<file path="config.mk">
export PLATFORM = sky130hd
export DESIGN_NAME = tehb_fifo
export DESIGN_NICKNAME = d
export VERILOG_FILES = /design/src/rtl/tehb_fifo.sv
export SDC_FILE = /design/constraint.sdc
export NUM_CORES = 1
export LEC_CHECK = 0
export CORE_MARGIN = 2
export CORE_UTILIZATION = 45
export CTS_BUF_LIST = sky130_fd_sc_hd__clkbuf_16
export DETAILED_ROUTE_END_ITERATION = 16
export HOLD_SLACK_MARGIN = 0.05
export PLACE_DENSITY = 0.69
export SYNTH_ARGS = -nofsm -noshare
export SYNTH_HDL_FRONTEND = slang
export SYNTH_SLANG_ARGS = --single-unit
export TNS_END_PERCENT = 1
</file>
<file path="constraint.sdc">
create_clock -name clk -period 3 [get_ports clk]
set_clock_uncertainty 0.05 [all_clocks]
set_input_delay 0.75 -clock clk [delete_from_list [all_inputs] [get_ports clk]]
set_output_delay 0.75 -clock clk [all_outputs]
set_load 0.005 [all_outputs]
</file>
<file path="src/rtl/tehb_fifo.sv">
// Transparent elastic FIFO: NUM_SLOTS-deep data buffer with zero-latency bypass when empty.
// ins_ready comes from registered occupancy only, so the ready chain is cut here.
module tehb_fifo #(
   parameter int DATA_TYPE = 32,
   parameter int NUM_SLOTS = 4
) (
   input  logic                           clk,
   input  logic                           rst,
   input  logic [DATA_TYPE-1:0]           ins,
   input  logic                           ins_valid,
   output logic                           ins_ready,
   output logic [DATA_TYPE-1:0]           outs,
   output logic                           outs_valid,
   input  logic                           outs_ready,
   output logic [$clog2(NUM_SLOTS+1)-1:0] count
);

   localparam int CW = $clog2(NUM_SLOTS + 1);
   localparam int PW = (NUM_SLOTS > 1) ? $clog2(NUM_SLOTS) : 1;
   localparam logic [PW-1:0] LAST_SLOT = PW'(NUM_SLOTS - 1);
   localparam logic [CW-1:0] FULL_CNT  = CW'(NUM_SLOTS);

   logic [DATA_TYPE-1:0] mem [NUM_SLOTS];
   logic [PW-1:0]        head;
   logic [PW-1:0]        tail;
   logic [CW-1:0]        cnt;

   logic empty;
   logic full;
   logic enq;
   logic deq;

   // Depth need not be a power of two, so pointers wrap on an explicit compare.
   function automatic logic [PW-1:0] next_ptr(input logic [PW-1:0] p);
      logic [PW-1:0] n;
      if (p == LAST_SLOT)
         n = '0;
      else
         n = p + 1'b1;
      return n;
   endfunction

   always_comb begin
      empty      = (cnt == '0);
      full       = (cnt == FULL_CNT);
      ins_ready  = ~full;
      outs_valid = ins_valid | ~empty;
      outs       = empty ? ins : mem[head];
      count      = cnt;
      // A bypassed token leaves in the same cycle, so it is never written.
      enq        = ins_valid & ~full & ~(empty & outs_ready);
      deq        = ~empty & outs_ready;
   end

   always_ff @(posedge clk) begin
      if (rst) begin
         head <= '0;
         tail <= '0;
         cnt  <= '0;
      end else begin
         if (enq)
            tail <= next_ptr(tail);
         if (deq)
            head <= next_ptr(head);
         case ({enq, deq})
            2'b10:   cnt <= cnt + CW'(1);
            2'b01:   cnt <= cnt - CW'(1);
            default: cnt <= cnt;
         endcase
      end
   end

   // Storage is deliberately left out of reset.
   always_ff @(posedge clk) begin
      if (!rst && enq)
         mem[tail] <= ins;
   end

   a_out_hold: assert property (@(posedge clk) disable iff (rst)
      (outs_valid && !outs_ready) |=> (outs_valid && $stable(outs)));

   a_cnt_bound: assert property (@(posedge clk) disable iff (rst)
      cnt <= FULL_CNT);

   a_no_enq_full: assert property (@(posedge clk) disable iff (rst)
      full |-> !enq);

endmodule

</file>
======== Word level (Yosys, flattened, before mapping) ========
Memories as Yosys holds them, arrays and structs flattened. A register that Yosys moved wholly into a read port is not among the register bits.
Cells that the tools add are included.
cells by class
  add/sub/neg operators ................... 4
  equality and inequality tests ........... 5
  muxes and demuxes ....................... 8
  bitwise gates (word level) .............. 8
  reductions and logical operators ........ 4
operators with widths
  cell                                                                 number
  32-bit 2-to-1 mux                                                    1
  2-bit 2-to-1 mux                                                     4
  2-bit == test (second input constant)                                3
  3-bit one-hot mux with 2 select lines                                1
  2-bit by 1-bit adder with 2-bit output (second input constant)       2
  1-bit AND                                                            4
  3-bit by 1-bit adder with 3-bit output (second input constant)       1
  3-bit == test (second input constant)                                1
  3-bit zero test                                                      1
  1-bit inverter                                                       3
  3-bit by 1-bit subtractor with 3-bit output (second input constant)  1
  2-bit by 1-bit == test with 1-bit output (second input constant)     1
  1-bit 2-to-1 mux                                                     2
  2-bit nonzero test                                                   1
  1-bit logical AND                                                    1
  1-bit zero test                                                      1
  1-bit bitwise OR                                                     1
word-level totals
  flip-flop bits (word level) ............. 7
  bits in writable memories ............... 128
  input bits .............................. 36
  output and inout bits ................... 37
  word-level logic and storage cells ...... 33
  memories ................................ 1
memories
  name  depth  bits a word  read ports  clocked after memory_dff  wr ports  RTL line  source
  mem   4      32           1           1                         1         23        logic [DATA_TYPE-1:0] mem [NUM_SLOTS];

======== Depth between registers and ports, before layout ========
  depth after elaboration ................. 7
  gate-level depth with buffers ........... 9
  depth with buffers taken out ............ 9

======== Least setup slack after synthesis ========
Ideal clock, no wire load.
  kind .................................... input to register
  start point ............................. input outs_ready
  end point ............................... register cnt[2], in the netlist count[2]
  library setup time ...................... 0.070 ns
  data arrival time ....................... 2.316 ns
  data required time ...................... 2.880 ns
  slack ................................... 0.564 ns
  cell stages on the path ................. 8
  buffers on the path ..................... 0
  path through ............................ nor2_1 > o31ai_2 > ha_1 > inv_1 > fa_1 > xor2_1 > or3_1 > a21oi_1
on the way
  cells in the longest elaborated chain, start to end .. 5
  elaborated cells on any way between the ends .. 8
  classes of those cells .................. eq/ne (2); mux (1); bitwise (4); reduce/logical (1)
ends and longest elaborated chain
  item                                                                         RTL line  source
  start: declaration                                                           14        input logic outs_ready,
  1-bit AND                                                                    51        enq = ins_valid & ~full & ~(empty & outs_ready);
  1-bit inverter                                                               51
  1-bit AND                                                                    51
  2-bit by 1-bit == test with 1-bit output or 2-bit == test (tied branches)    65        case ({enq, deq})
  3-bit one-hot mux with 2 select lines or 2-bit nonzero test (tied branches)  n/a
  end signal: assignment                                                       66        2'b10: cnt <= cnt + CW'(1);
  end signal: assignment                                                       67        2'b01: cnt <= cnt - CW'(1);
  end signal: assignment                                                       68        default: cnt <= cnt;
  end: declaration                                                             26        logic [CW-1:0] cnt;
Parallel ways exist; a longest one is shown, timed or not.
A chain may end at the register's enable or synchronous reset.

==> out/results.ini <==
[outcome]
outcome=finished, final reports clean

[synthesis]
synthCells=255
synthArstFlopShare_pct=0
synth_edf_count=128
ys_seq_area_share_pct=73.5
synth_fp_nets=298
ys_types=23
yosys_warnings=0
yosys_most_used_dff=edfxtp_1
syn_area_um2=5480
ys_ff_latch=137
synth_area_per_cell_um2=21.5

[pwr]
power.leakage_nw=2.38
powerDensity_nw_per_um2=829
ir_worst_vdd_mv=0.451

[final_layout]
final_core_util_pct=58.5
area_growth_pct=27.6
stdcell_count=511
fillers=904
diodes=0
drive_gt1_share_pct=30.2
layout_common_cells=128 x edfxtp_1, 40 x clkdlybuf4s50_1, 32 x mux4_2, 32 x mux2_2, 32 x dlygate4sd2_1
final_nets=396
final_common_cell=edfxtp_1

[clock_tree]
htreeDepth=4
clk_pin_slew_worst_paths_ns=0.05
post_cts_buffers=0
clkLatencyLatePin_ns=0.41
cts_buffers=17
ctsRootBufferMaster=clkbuf_16
clock-sinks=137
cts-hold-fix-buffers=0
cts.path.max_buffers=2
tritoncts=built

[critical_path]
rr_endpoint=count[2]$_SDFFE_PP0P_
reg2reg_from=count[0]$_SDFFE_PP0P_
cp_num_buf_inv=2
rr_worst_depth=10
path_delay_family=multiplexers
end_kind=output pin
crit_fanout=13
cpPeakStageDelay_ns=0.53
path_class=register to output pin
required_ns=2.20
critPathArrivalTime_ns=2.08
reg2reg_slack_ns=0.54
slowest_stage=mux4_2
cp_cell_sequence=buf_12 > mux4_2 > mux2_2 > dlygate4sd2_1
startpoint_type=register

[detailed_routing]
viasPerCell=5.32
vias=2718
drtIter0Drc=159
wl_per_cell_um=19.4
ant_nets=0
drtPass1Iterations=6
drt_wl_total_mm=9.90
route.detailed.drc=0

[timing]
rsz0062_at_grt=no
fin_crit_sh_pct=96.0
period_needed_ns=2.88
finalHoldViolCount=0
setup_viol=0
holdWs_ns=0.427
slew_headroom_pct=81.3
max_freq_mhz=347
slew_viol_final=0
fin_ws_ns=0.121
worst_pin_slew_ns=0.280
fin_tns_setup_ns=0

[floorplan]
placementRows=40
coreArea_um2=12000
pin_count=73
start_util_pct=45.8
die_w_um=114
fp.dieH_um=114
die_area_um2=13100

[placed_design]
dpl.hpwl_mm=6.35
gp_congestion=0.677
place_inst=480
io_buffers=72
pre_cts_ws_ns=0.0845

[run]
drv_cap=0

[grt]
grt_pass1_vias=2920
grt_pass1_wl_mm=15.7
track_usage_pct=16.7
grt_antenna_before_repair=0
grt_start_max_net_pins=23
globalRouteOverflowTotal=0

[min_path]
hold_depth=2
min_path_type=register to register
min_from=head[0]$_SDFFE_PP0P_

==> repair_timing <==
item	4_1_cts	5_1_grt
gates resized for setup	34	0
endpoints found under the setup margin	32	0
endpoints found under the hold margin	0	0
==> worst register-to-register path, cell delays in order, from the launching register on <==
cell	delay [ns]
dfxtp_1	0.47
nor3_4	0.07
buf_4	0.23
nand2b_1	0.26
inv_1	0.09
ha_1	0.18
inv_1	0.06
fa_1	0.38
xor2_1	0.16
or3_1	0.31
a21oi_1	0.14
==> worst max path at each step <==
stage	startpoint	to	cells past startpoint
global route	register	outs[16]	4
CTS	register	outs[30]	4
floorplan	outs_ready	count[2]$_SDFFE_PP0P_	8
global placement	outs_ready	count[2]$_SDFFE_PP0P_	9
detailed placement	outs_ready	count[2]$_SDFFE_PP0P_	9
finish	register	outs[30]	4
==> report_power, final <==
group / switching (mW) / internal [mW] / total (mW)
Combinational: 0.738 / 1.07 / 1.81
Clock: 0.675 / 1.00 / 1.68
Sequential: 0.0816 / 2.22 / 2.31
Total: 1.49 / 4.30 / 5.80
==> through the flow <==
| stage | instance area [um2] | power [mW] |
|---|---|---|
| 2_1_floorplan | 5480 | 3.42 |
| 5_1_grt | 6990 | 6.11 |
| 3_3_place_gp | 6520 | 4.31 |
| 4_1_cts | 6990 | 5.89 |
| 6_report | 6990 | 5.80 |
| 3_5_place_dp | 6520 | 4.33 |
==> synthesized netlist by cell type (all sizes together) (2+ instances only) <==
master	number	area, um2
edfxtp	128	3840
mux2	32	360
mux4	32	721
buf	10	71.3
dfxtp	9	180
nor2	7	26.3
ha	6	75.1
inv	6	22.5
a21oi	4	20.0
and2	4	25.0
or3	3	18.8
mux2i	2	20.0
nand2	2	7.51
nand2b	2	12.5
xor2	2	17.5
==> layer usage <==
| layer | vias to the layer above | GRT usage, % | wire [um] |
|---|---|---|---|
| met3 | 15 | 5.19 | 442 |
| met4 | 0 | 7.32 | 154 |
| met1 | 1400 | 21.3 | 4280 |
| li1 | 1241 | - | - |
| met2 | 62 | 26.7 | 5030 |
| met5 | - | 0 | 0 |
==> logic make-up (layout without fill, tap and decap cells) <==
logic type | count (synthesis) | in the layout | share of synthesized area [%]
multiplexers | 66 | 66 | 20.1
flip-flops | 137 | 137 | 73.5
adder cells (fa/ha/maj) | 7 | 7 | 1.74
buffers and inverters | 17 | 126 | 1.78
AO/OA/AOI/OAI | 6 | 6 | 0.685
XOR/XNOR | 2 | 2 | 0.320
AND/OR/NAND/NOR | 20 | 20 | 1.92
==> layout make-up <==
type	instances	area, um2	area share [%]
clock buffer	17	425	6.08
clock inverter	13	52.6	0.752
timing repair buffer	90	911	13.0
multi-input combinational	101	1370	19.6
tap	147	184	2.63
sequential	137	4030	57.6
inverter	6	22.5	0.322
==> registers in the layout, summed over array words and instances, names as in the netlist, named ones only <==
| register | cells |
|---|---|
| count | 3 |
| mem | 128 |
| head | 2 |
| tail | 2 |
(Power assumes the default switching activity.)
